===== src/rtl/result_uart_tx.sv =====
// Result readback transmitter: fetches OUT_SIZE words from the result BRAM and sends them 8N1.
// Define RESULT_TX_CHECKSUM_EN to append an XOR checksum frame after the last data byte.
module result_uart_tx #(
  parameter int unsigned ADDR_WIDTH   = 10,
  parameter int unsigned DATA_WIDTH   = 32,
  parameter int unsigned OUT_SIZE     = 8,
  parameter int unsigned CLKS_PER_BIT = 868
) (
  input  logic                  clk,
  input  logic                  rst,
  input  logic                  start,
  output logic                  busy,
  output logic                  done,
  output logic                  rd_en,
  output logic [ADDR_WIDTH-1:0] rd_addr,
  input  logic [DATA_WIDTH-1:0] rd_data,
  output logic                  tx
);

  localparam int unsigned Bytes = DATA_WIDTH / 8;
  localparam int unsigned ByteW = (Bytes > 1) ? $clog2(Bytes) : 1;
  localparam int unsigned CntW  = $clog2(CLKS_PER_BIT);

  localparam logic [CntW-1:0]       CntMax   = CntW'(CLKS_PER_BIT - 1);
  localparam logic [ByteW-1:0]      LastByte = ByteW'(Bytes - 1);
  localparam logic [ADDR_WIDTH-1:0] LastWord = ADDR_WIDTH'(OUT_SIZE - 1);

  typedef enum logic [2:0] {
    StIdle,
    StFetch,
    StLoad,
    StStart,
    StData,
    StStop,
    StDone
`ifdef RESULT_TX_CHECKSUM_EN
    ,
    StCsum
`endif
  } state_e;

  state_e                  state_q, state_d;
  logic [CntW-1:0]         cnt_q, cnt_d;
  logic [3:0]              bit_q, bit_d;
  logic [ByteW-1:0]        byte_q, byte_d;
  logic [ADDR_WIDTH-1:0]   addr_q, addr_d;
  logic [DATA_WIDTH-1:0]   word_q, word_d;
  logic                    tick;

`ifdef RESULT_TX_CHECKSUM_EN
  logic [7:0] csum_q, csum_d;

  function automatic logic [7:0] fold_bytes(input logic [DATA_WIDTH-1:0] w);
    logic [7:0] f;
    f = '0;
    for (int i = 0; i < int'(Bytes); i++) begin
      f = f ^ w[8*i +: 8];
    end
    return f;
  endfunction
`endif

  assign tick    = (cnt_q == '0);
  assign rd_addr = addr_q;

  always_comb begin
    state_d = state_q;
    cnt_d   = cnt_q;
    bit_d   = bit_q;
    byte_d  = byte_q;
    addr_d  = addr_q;
    word_d  = word_q;
`ifdef RESULT_TX_CHECKSUM_EN
    csum_d  = csum_q;
`endif
    tx      = 1'b1;
    busy    = 1'b1;
    done    = 1'b0;
    rd_en   = 1'b0;

    unique case (state_q)
      StIdle: begin
        busy = 1'b0;
        if (start) begin
          state_d = StFetch;
          addr_d  = '0;
`ifdef RESULT_TX_CHECKSUM_EN
          csum_d  = '0;
`endif
        end
      end

      StFetch: begin
        rd_en   = 1'b1;
        state_d = StLoad;
      end

      StLoad: begin
        word_d  = rd_data;
        byte_d  = '0;
        cnt_d   = CntMax;
        state_d = StStart;
`ifdef RESULT_TX_CHECKSUM_EN
        csum_d  = csum_q ^ fold_bytes(rd_data);
`endif
      end

      StStart: begin
        tx = 1'b0;
        if (tick) begin
          cnt_d   = CntMax;
          bit_d   = '0;
          state_d = StData;
        end else begin
          cnt_d = cnt_q - 1'b1;
        end
      end

      StData: begin
        // The word register shifts one bit per data bit, so the next byte lands in [7:0].
        tx = word_q[0];
        if (tick) begin
          cnt_d  = CntMax;
          word_d = word_q >> 1;
          if (bit_q == 4'd7) begin
            state_d = StStop;
          end else begin
            bit_d = bit_q + 4'd1;
          end
        end else begin
          cnt_d = cnt_q - 1'b1;
        end
      end

      StStop: begin
        if (tick) begin
          cnt_d = CntMax;
          if (byte_q != LastByte) begin
            byte_d  = byte_q + 1'b1;
            state_d = StStart;
          end else if (addr_q != LastWord) begin
            addr_d  = addr_q + 1'b1;
            state_d = StFetch;
          end else begin
`ifdef RESULT_TX_CHECKSUM_EN
            bit_d   = '0;
            state_d = StCsum;
`else
            state_d = StDone;
`endif
          end
        end else begin
          cnt_d = cnt_q - 1'b1;
        end
      end

`ifdef RESULT_TX_CHECKSUM_EN
      StCsum: begin
        // Whole checksum frame in one state: bit 0 start, 1..8 data, 9 stop.
        if (bit_q == 4'd0) begin
          tx = 1'b0;
        end else if (bit_q == 4'd9) begin
          tx = 1'b1;
        end else begin
          tx = csum_q[0];
        end
        if (tick) begin
          cnt_d = CntMax;
          if (bit_q != 4'd0 && bit_q != 4'd9) begin
            csum_d = csum_q >> 1;
          end
          if (bit_q == 4'd9) begin
            state_d = StDone;
          end else begin
            bit_d = bit_q + 4'd1;
          end
        end else begin
          cnt_d = cnt_q - 1'b1;
        end
      end
`endif

      StDone: begin
        busy    = 1'b0;
        done    = 1'b1;
        state_d = StIdle;
      end

      default: begin
        state_d = StIdle;
      end
    endcase
  end

  always_ff @(posedge clk) begin
    if (rst) begin
      state_q <= StIdle;
      cnt_q   <= '0;
      bit_q   <= '0;
      byte_q  <= '0;
      addr_q  <= '0;
      word_q  <= '0;
`ifdef RESULT_TX_CHECKSUM_EN
      csum_q  <= '0;
`endif
    end else begin
      state_q <= state_d;
      cnt_q   <= cnt_d;
      bit_q   <= bit_d;
      byte_q  <= byte_d;
      addr_q  <= addr_d;
      word_q  <= word_d;
`ifdef RESULT_TX_CHECKSUM_EN
      csum_q  <= csum_d;
`endif
    end
  end

endmodule


===== config.mk =====
export PLATFORM = sky130hd
export DESIGN_NAME = result_uart_tx
export DESIGN_NICKNAME = d
export VERILOG_FILES = /design/src/rtl/result_uart_tx.sv
export SDC_FILE = /design/constraint.sdc
export NUM_CORES = 1
export LEC_CHECK = 0
export ABC_CLOCK_PERIOD_IN_PS = 3800
export BUFFER_PORTS_ARGS = -buffer_cell sky130_fd_sc_hd__buf_2
export CORE_MARGIN = 2
export CORE_UTILIZATION = 30
export DETAILED_ROUTE_END_ITERATION = 7
export PLACE_DENSITY = 0.46
export SETUP_SLACK_MARGIN = 0.05
export SYNTH_ARGS = -nofsm -noshare
export SYNTH_HDL_FRONTEND = slang
export SYNTH_SLANG_ARGS = --single-unit
export TNS_END_PERCENT = 1

===== constraint.sdc =====
create_clock -name clk -period 3.8 [get_ports clk]
set_input_delay 0.19 -clock clk [delete_from_list [all_inputs] [get_ports clk]]
set_output_delay 0.19 -clock clk [all_outputs]
set_load 0.005 [all_outputs]

==> impl_results.md, run 1 <==
* Critical-path top delay cell: dfxtp_1
* Leak at 1.341 nW
* Worst Tran Pin Value at 0.7931 ns
* Tmin final at 2.529 ns
* Setup TNS at 0 ns
* # IOs at 49
* Postcts setup bufs at 0
* Core ar. at 0.009729 mm2
* Synth area leader: dfxtp_1
* # resized after CTS at 0
* Initial antenna violation count at 0
* Antenna violation net count after detailed routing at 0
* Setup Crit Path Kind: reg -> reg
* Tightest Hold Check Type: in -> reg
* Final Hold Fails at 0
* Yosys reg bits at 61
* Clock Tree Buf Depth at 2
* FMAX at 395.4 MHz
* GP Congestion at 0.7361
* Critical Path Source Type: register
* Synth Cell Area at 0.003003 mm2
* Fillers at 1056
* Die area at 0.01083 mm2
* CP max FO at 35
* CTS H-Tree Depth at 3
* CTS tree: yes
* Die width at 104.0 um
* Peak supply drop at 0.2431 mV
* Library cells used by synthesis at 48
* Largest net degree at the start of global routing at 64
* Gr usage total at 14.01%
* Required @ worst endpoint at 4.06 ns
* Setup ws final at 1.271 ns
* Finished Layout Cells at 556
* Setup Skew at 0.009117 ns
* Storage cell area at 0.001221 mm2
* Post-Syn Instances at 381
* Seq/Total Area, Yosys at 40.67%
* Yosys warns at 0
* Placed cell count at 540
* Gr ovfl total at 0
* Ranking of synthesized cells by area: dfxtp_1, a311oi_1, nand2_1, nor2_1, a21oi_1
* Post-synth ARST share at 0%
* DR iter-0 viols at 110
* Clock sink count at 61
* Ant. Diodes at 0
* # DRC at 0
* Die height at 104.0 um
* Buf/Inv on CP at 1
* Slew margin rel. at 46.95%
* Max Cap Violations at 0
* Post-synth top flop: dfxtp_1
* Row cnt at 36
* Post-synth EDFFs at 0
* RSZ-0062 raised after global routing: no
* Worst hold slack at 0.1056 ns
* Post-synth top cells: nand2_1, dfxtp_1, nor2_1, a311oi_1, a21oi_1
* Delay-heaviest family, CP: simple AND/OR/NAND/NOR gates
* CTS Hold Bufs at 0
* Post-Syn Nets at 420
* Input/output buffers at 48
* Initial core utilization at 30.86%
* DP HPWL at 4.723 mm
* Worst path cell trace: or3b_1 -> buf_4 -> a31oi_1 -> nand4_1 -> or4_1 -> a21oi_1
* CTS root buffer: clkbuf_8
* CP arrival at 2.79 ns
* Vias in the first global route at 2577
* Worst-path clk slew at 0.08 ns
* Fin. max-slew vios at 0
* Area Growth Syn to Fin at 19.63%
* CTS Buf Count at 9
* Layout Nets at 457
* CP peak stage delay at 0.59 ns
* Clock latency at the later pin of the worst-skew pair at 0.34 ns
* Detailed-route wire length per cell at 13.11 um
* Routed wire length at 7.287 mm
* 1st-pass router iterations at 4
* First-pass GRT wire length at 12.59 mm
* Utilization after layout at 36.92%
* Top-area cell type share of the netlist area at 40.67%
* Synth Area per Inst at 7.882 um2
* Final setup fails at 0
* Status: complete, no violations
* Total number of vias at 2820
* Multi-input logic area at 0.001642 mm2
* P per Cell Area at 640.0 mW/mm2
* Crit end category: register
* Most common cell in the synthesized netlist: nand2_1
* Place WS at 1.288 ns
* Share of layout cells above drive strength 1 at 18.44%
* Drt via density at 5.072
* Period utilization at 66.55%
-- path summary, 6_finish.rpt --
path / start / endpoint / slack (ns) / cells past startpoint
worst min-delay path: rd_data[14] / word_q[14] / 0.11 / 3
worst min register to register: word_q[11] / word_q[10] / 0.48 / 2
worst max register to register: state_q[2] / bit_q[3] / 1.27 / 6
worst max-delay path: state_q[2] / bit_q[3] / 1.27 / 6
-- stage by stage --
stage          power [mW]  instance area (um2)
2_1_floorplan       1.432                 3003
3_3_place_gp        1.589                 3344
3_5_place_dp        1.598                 3344
4_1_cts             2.332                 3592
5_1_grt             2.468                 3592
6_report            2.299                 3592
-- final cells by class --
class	instances	share of cell area [%]
Multi-Input combinational cell	283	45.70
Sequential cell	61	34.00
Timing Repair Buffer	53	7.732
Tap cell	133	4.633
Clock buffer	9	3.448
Clock inverter	7	3.448
Inverter	10	1.045
-- cells by family (layout without fill, tap and decap cells) --
group	after synthesis	after routing	synth area share, %
XOR/XNOR	3	3	0.8752
AO/OA/AOI/OAI	95	95	22.79
adder cells (fa/ha/maj)	4	4	1.667
buffers and inverters	37	79	5.000
flip-flops	61	61	40.67
multiplexers	2	2	0.6667
AND/OR/NAND/NOR	179	179	28.33
-- per-layer routing --
| metal | global-route usage, % | wire length [um] | up-vias |
|---|---|---|---|
| met3 | 4.511 | 377 | 8 |
| met5 | 0 | 0 | - |
| met2 | 20.72 | 3043 | 52 |
| met1 | 19.69 | 3796 | 1294 |
| li1 | - | - | 1466 |
| met4 | 3.475 | 69 | 0 |
-- flip-flops by register name, indices dropped and copies added, names as in the netlist --
signal / count
rd_addr: 10
state_q: 3
word_q: 32
bit_q: 4
cnt_q: 10
byte_q: 2
-- worst register-to-register path: stages (launching register included) --
cell     delay [ns]
dfxtp_1        0.59
or3b_1         0.40
buf_4          0.26
a31oi_1        0.50
nand4_1        0.15
or4_1          0.40
a21oi_1        0.16
-- cell usage in the layout, fill, tap and decap left out, types with 3 or more instances in the layout --
cell	netlist	final
o31ai_1	5	5
clkbuf_8	0	9
a31oi_1	3	3
nand3_1	6	6
nand2_1	77	77
inv_1	10	10
nand2b_1	5	5
or3_1	7	7
a21oi_1	26	26
buf_2	3	48
a311oi_1	36	36
ha_1	4	4
buf_4	0	5
nor2_1	46	45
a211oi_1	3	3
or4_1	6	6
nor4_1	3	3
clkinv_4	0	3
dfxtp_1	61	61
nand4_1	6	6
nor3_1	3	3
bufinv_16	0	3
o21ai_0	12	12
nor3b_1	3	3
-- power by group --
part           internal [mW]  leakage (nW)  switching [mW]
Clock                  0.439         0.120           0.283
Combinational          0.280         0.726           0.418
Sequential             0.769         0.495           0.110
Total                   1.49          1.34           0.811
Note: power is estimated with default switching activity, not from simulation.
==> run 2, diff against run 1 <==
--- a/config.mk
+++ b/config.mk
@@ -5,12 +5,12 @@
 export SDC_FILE = /design/constraint.sdc
 export NUM_CORES = 1
 export LEC_CHECK = 0
-export ABC_CLOCK_PERIOD_IN_PS = 3800
+export ABC_CLOCK_PERIOD_IN_PS = 2100
 export BUFFER_PORTS_ARGS = -buffer_cell sky130_fd_sc_hd__buf_2
 export CORE_MARGIN = 2
 export CORE_UTILIZATION = 30
 export DETAILED_ROUTE_END_ITERATION = 7
-export PLACE_DENSITY = 0.46
+export PLACE_DENSITY = 0.47
 export SETUP_SLACK_MARGIN = 0.05
 export SYNTH_ARGS = -nofsm -noshare
 export SYNTH_HDL_FRONTEND = slang
==> constraint.sdc (replaced) <==
create_clock -name clk -period 2.1 [get_ports clk]
set_input_delay 0.105 -clock clk [delete_from_list [all_inputs] [get_ports clk]]
set_output_delay 0.105 -clock clk [all_outputs]
set_load 0.005 [all_outputs]
==> impl_results.md, run 2 (synthesized netlist as in run 1, its figures left out) <==
* Max reg flops at 32 (unchanged)
* Tightest Hold Check Type: in -> reg (unchanged)
* Routed wire length at 7.552 mm (was 7.287 mm)
* CTS tree: yes (unchanged)
* Multi-input logic area at 0.001722 mm2 (was 0.001642 mm2)
* Initial core utilization at 30.86% (unchanged)
* 1st-pass router iterations at 4 (unchanged)
* RSZ-0062 raised after global routing: yes (was no)
* Max Cap Violations at 0 (unchanged)
* Ant. Diodes at 0 (unchanged)
* Crit end category: register (unchanged)
* Commonest non-fill, non-tap cells in the layout: nand2_1, dfxtp_1, buf_2, nor2_1, a311oi_1 (unchanged)
* Worst-path clk slew at 0.07 ns (was 0.08 ns)
* CTS H-Tree Depth at 3 (unchanged)
* Total number of vias at 2910 (was 2820)
* CP max FO at 7 (was 35)
* Share of layout cells above drive strength 1 at 27.49% (was 18.44%)
* Reg power frac at 33.8% (was 38.2%)
* Critical Path Source Type: register (unchanged)
* Cell internal pwr at 3.018 mW (was 1.488 mW)
* Leak at 1.510 nW (was 1.341 nW)
* P per Cell Area at 1170 mW/mm2 (was 640.0 mW/mm2)
* Setup TNS at 0 ns (unchanged)
* Status: complete, no violations (unchanged)
* Period utilization at 98.73% (was 66.55%)
* Tmin final at 2.073 ns (was 2.529 ns)
* Setup Crit Path Kind: reg -> reg (unchanged)
* Die area at 0.01083 mm2 (unchanged)
* Final Hold Fails at 0 (unchanged)
* Fin. max-slew vios at 0 (unchanged)
* Vias in the first global route at 2752 (was 2577)
* Row cnt at 36 (unchanged)
* Switching Power at 1.563 mW (was 0.8114 mW)
* Commonest non-fill, non-tap cell in the layout: nand2_1 (unchanged)
* Top reg by flops: word_q (unchanged)
* Gr ovfl total at 0 (unchanged)
* Die height at 104.0 um (unchanged)
* Drt via density at 4.983 (was 5.072)
* Setup ws final at 0.02662 ns (was 1.271 ns)
* Clock sink count at 61 (unchanged)
* Dpl cell area at 0.003581 mm2 (was 0.003344 mm2)
* Setup Skew at 0.008841 ns (was 0.009117 ns)
* Gr usage total at 14.34% (was 14.01%)
* Finished Layout Cells at 584 (was 556)
* Clk pwr share at 26.1% (was 31.4%)
* Slew margin rel. at 62.25% (was 46.95%)
* Clock Tree Buf Depth at 2 (unchanged)
* Worst Tran Pin Value at 0.5610 ns (was 0.7931 ns)
* Die width at 104.0 um (unchanged)
* First-pass GRT wire length at 12.76 mm (was 12.59 mm)
* Required @ worst endpoint at 2.38 ns (was 4.06 ns)
* Input/output buffers at 48 (unchanged)
* Final instance area at 0.003916 mm2 (was 0.003592 mm2)
* Area Growth Syn to Fin at 30.42% (was 19.63%)
* Net Sw Frac at 34.12% (was 35.29%)
* Placed cell count at 564 (was 540)
* GP Congestion at 0.7796 (was 0.7361)
* CP arrival at 2.35 ns (was 2.79 ns)
* DR iter-0 viols at 99 (was 110)
* CTS root buffer: clkbuf_8 (unchanged)
* CTS Buf Count at 9 (unchanged)
* # IOs at 49 (unchanged)
* Detailed-route wire length per cell at 12.93 um (was 13.11 um)
* FMAX at 482.3 MHz (was 395.4 MHz)
* Antenna violation net count after detailed routing at 0 (unchanged)
* Largest net degree at the start of global routing at 42 (was 64)
* Comb power frac at 40.1% (was 30.4%)
* DP HPWL at 5.115 mm (was 4.723 mm)
* CTS Hold Bufs at 0 (unchanged)
* Final setup fails at 0 (unchanged)
* Fillers at 1059 (was 1056)
* # DRC at 0 (unchanged)
* Core ar. at 0.009729 mm2 (unchanged)
* Place WS at -0.05821 ns (was 1.288 ns)
* Layout Nets at 485 (was 457)
* Initial antenna violation count at 0 (unchanged)
* Peak supply drop at 0.5001 mV (was 0.2431 mV)
* Worst hold slack at 0.02719 ns (was 0.1056 ns)
* Clock latency at the later pin of the worst-skew pair at 0.34 ns (about the same)
* Storage cell area at 0.001224 mm2 (was 0.001221 mm2)
run 2: power groups by stage:
stage                     Clock, mW  Combinational [mW]  Sequential [mW]
after floorplan                   0                1.09             1.54
after global placement            0                1.70             1.56
final                          1.19                1.84             1.55
after detailed placement          0                1.71             1.57
after global routing           1.30                2.05             1.58
after CTS                      1.23                1.76             1.54
run 2: repair_timing:
item,4_1_cts,5_1_grt
endpoints found under the setup margin,3,50
gates cloned,0,0
pin swaps,3,11
resized for setup,0,16
setup buffers,2,2
run 2: path summary, 6_finish.rpt:
kind	from	endpoint	slack [ns]	cells after the start
worst min register to register	word_q[14]	word_q[13]	0.48	2
worst max register to register	cnt_q[0]	rd_addr[8]	0.03	7
worst min-delay path	rd_data[14]	word_q[14]	0.03	3
worst max-delay path	cnt_q[0]	rd_addr[8]	0.03	7
run 2: per-stage QoR:
stage	util, %	total power, mW
after global placement	36.81	3.263
after detailed placement	36.81	3.283
final	40.25	4.581
after CTS	39.40	4.535
after global routing	40.25	4.926
after floorplan	-	2.624
run 2: critical path, cell delays in order (launching register included):
cell	delay [ns]
dfxtp_2	0.32
inv_2	0.06
ha_4	0.14
or4b_4	0.48
nor3_4	0.24
o211ai_4	0.15
or4_1	0.51
a21oi_2	0.12
run 2: cell type report:
type,count,area share (%)
inverter,10,0.9585
sequential,61,31.25
timing repair buffer,81,13.83
clock buffer,12,3.962
clock inverter,4,1.789
multi-input combinational,283,43.96
tap,133,4.249
run 2: routing by layer:
| metal | share of wire [%] | vias up | routed length, um | GRT usage, % |
|---|---|---|---|---|
| met4 | 1.5 | 0 | 110 | 5.792 |
| met1 | 51 | 1338 | 3850 | 18.89 |
| met2 | 43 | 47 | 3261 | 21.71 |
| li1 | - | 1516 | - | - |
| met3 | 4.4 | 9 | 329 | 4.574 |
| met5 | 0 | - | 0 | 0 |
==> run 3, diff against run 2 <==
--- a/config.mk
+++ b/config.mk
@@ -5,12 +5,13 @@
 export SDC_FILE = /design/constraint.sdc
 export NUM_CORES = 1
 export LEC_CHECK = 0
-export ABC_CLOCK_PERIOD_IN_PS = 2100
+export ABC_CLOCK_PERIOD_IN_PS = 2310
 export BUFFER_PORTS_ARGS = -buffer_cell sky130_fd_sc_hd__buf_2
+export CORE_ASPECT_RATIO = 2
 export CORE_MARGIN = 2
 export CORE_UTILIZATION = 30
 export DETAILED_ROUTE_END_ITERATION = 7
-export PLACE_DENSITY = 0.47
+export PLACE_DENSITY = 0.46
 export SETUP_SLACK_MARGIN = 0.05
 export SYNTH_ARGS = -nofsm -noshare
 export SYNTH_HDL_FRONTEND = slang
==> constraint.sdc (replaced) <==
create_clock -name clk -period 2.31 [get_ports clk]
set_input_delay 0.1155 -clock clk [delete_from_list [all_inputs] [get_ports clk]]
set_output_delay 0.1155 -clock clk [all_outputs]
set_load 0.005 [all_outputs]
==> impl_results.md, run 3 (synthesized netlist as in run 1, its figures left out) <==
* Status: complete, no violations (unchanged)
* Worst-path clk slew at 0.05 ns (was 0.07 ns)
* Hold Startpoint: rd_data[21] (was rd_data[14])
* Final setup fails at 0 (unchanged)
* Leak at 1.469 nW (was 1.510 nW)
* Routed wire length at 7.858 mm (was 7.552 mm)
* CTS Buf Count at 9 (unchanged)
* Largest net degree at the start of global routing at 40 (was 42)
* Gr ovfl total at 0 (unchanged)
* Vias in the first global route at 2824 (was 2752)
* CTS root buffer: clkbuf_16 (was clkbuf_8)
* DRT met1 WL at 3.252 mm (was 3.850 mm)
* CP Launch Point: cnt_q[0] (unchanged)
* Commonest non-fill, non-tap cells in the layout: nand2_1, dfxtp_1, buf_2, nor2_1, a311oi_1 (unchanged)
* 1st-pass router iterations at 4 (unchanged)
* Max reg flops at 32 (unchanged)
* Setup Crit Path Kind: reg -> reg (unchanged)
* GP Congestion at 0.7749 (was 0.7796)
* Antenna violation net count after detailed routing at 0 (unchanged)
* Routed wl met2 at 4.188 mm (was 3.261 mm)
* CP arrival at 2.40 ns (was 2.35 ns)
* CP max FO at 8 (was 7)
* # IOs at 49 (unchanged)
* Clock latency at the later pin of the worst-skew pair at 0.33 ns (was 0.34 ns)
* Final Hold Fails at 0 (unchanged)
* Die height at 145.5 um (was 104.0 um)
* Detailed-route wire length per cell at 13.79 um (was 12.93 um)
* Ant. Diodes at 0 (unchanged)
* Input/output buffers at 48 (unchanged)
* Tightest Hold Check Type: in -> reg (unchanged)
* Drt via density at 5.081 (was 4.983)
* Die width at 74.75 um (was 104.0 um)
* Tmin final at 2.139 ns (was 2.073 ns)
* Top reg by flops: word_q (unchanged)
* CTS tree: yes (unchanged)
* Fillers at 1017 (was 1059)
* Crit end category: register (unchanged)
* Die area at 0.01087 mm2 (was 0.01083 mm2)
* Reg2Reg Launch Point: cnt_q[0] (unchanged)
* FMAX at 467.5 MHz (was 482.3 MHz)
* Worst Tran Pin Value at 0.5656 ns (was 0.5610 ns)
* Initial core utilization at 30.76% (was 30.86%)
* Multi-input logic area at 0.001669 mm2 (was 0.001722 mm2)
* Row cnt at 51 (was 36)
* Setup TNS at 0 ns (unchanged)
* CTS H-Tree Depth at 3 (unchanged)
* Commonest non-fill, non-tap cell in the layout: nand2_1 (unchanged)
* Top Layer Used: met4 (unchanged)
* Storage cell area at 0.001222 mm2 (was 0.001224 mm2)
* Period utilization at 92.60% (was 98.73%)
* Setup Skew at 0.003769 ns (was 0.008841 ns)
* DP HPWL at 5.462 mm (was 5.115 mm)
* Slew margin rel. at 61.95% (was 62.25%)
* Required @ worst endpoint at 2.57 ns (was 2.38 ns)
* Share of layout cells above drive strength 1 at 23.06% (was 27.49%)
* # DRC at 0 (unchanged)
* Peak supply drop at 0.4553 mV (was 0.5001 mV)
* Clock sink count at 61 (unchanged)
* Initial antenna violation count at 0 (unchanged)
* Critical Path Source Type: register (unchanged)
* Max Cap Violations at 0 (unchanged)
* RSZ-0062 raised after global routing: no (was yes)
* Flop-to-flop setup slack at 0.17 ns (was 0.03 ns)
* Gr usage total at 15.74% (was 14.34%)
* DR iter-0 viols at 122 (was 99)
* Fin. max-slew vios at 0 (unchanged)
* Clock Tree Buf Depth at 2 (unchanged)
* Worst hold slack at 0.04487 ns (was 0.02719 ns)
* P per Cell Area at 1132 mW/mm2 (was 1170 mW/mm2)
* Total number of vias at 2896 (was 2910)
* Core ar. at 0.009763 mm2 (was 0.009729 mm2)
* First-pass GRT wire length at 13.41 mm (was 12.76 mm)
* Area Growth Syn to Fin at 27.29% (was 30.42%)
* DR WL met3 at 275 um (was 329 um)
* Layout Nets at 473 (was 485)
-- run 3: cell types whose count changed in the layout (fill, tap and decap cells not counted), sizes merged --
cell,previous run,this run
clkbuf,12,10
buf,81,69
clkinv,2,3
-- run 3: routing by layer --
metal | up-vias | GRT usage (%)
met2 | 52 | 27.12
li1 | 1491 | -
met5 | - | 0
met3 | 9 | 3.740
met1 | 1344 | 18.09
met4 | 0 | 6.161
-- run 3: cell type report --
cell class                 instances  share of cell area [%]
multi-input combinational        283                   43.67
timing repair buffer              69                   10.83
clock inverter                     5                   1.964
inverter                          10                  0.9820
clock buffer                      10                   6.252
sequential                        61                   31.98
tap                              132                   4.321
-- run 3: timing repair --
| action | in CTS | in global routing |
|---|---|---|
| gates resized for setup | 0 | 10 |
| hold endpoints to repair | 0 | 0 |
| setup endpoints to repair | 0 | 7 |
| hold buffers | 0 | 0 |
| buffers inserted | 0 | 1 |
-- run 3: worst max-delay path, stage by stage, from the launching register on --
cell and delay [ns]:
dfxtp_2 0.34, inv_2 0.07, ha_4 0.14, or4b_4 0.48, nor3_4 0.23, o211ai_4 0.14, or4_4 0.54, a21oi_1 0.14
-- run 3: power breakdown --
group | total, mW | switching, mW | internal, mW | leakage, nW
sequential | 1.43 | 0.162 | 1.27 | 0.496
combinational | 1.46 | 0.783 | 0.676 | 0.815
clock | 1.44 | 0.477 | 0.961 | 0.158
total | 4.33 | 1.42 | 2.91 | 1.47
-- run 3: metrics by stage --
stage               instance area [um2]  cells  total power [mW]  utilization [%]  setup slack [ns]
floorplan                          3003    381             2.356                -            0.1632
global placement                   3468    554             2.830            35.52            0.1778
detailed placement                 3468    554             2.849            35.52            0.1335
CTS                                3782    569             4.311            38.74           0.09453
global route                       3822    570             4.609            39.15           0.06811
finish                             3822    570             4.326            39.15            0.1709
-- run 3: worst paths after layout --
kind                end  depth (start not counted)
max          rd_addr[8]                          7
min          word_q[21]                          3
max reg2reg  rd_addr[8]                          7
min reg2reg  word_q[11]                          2
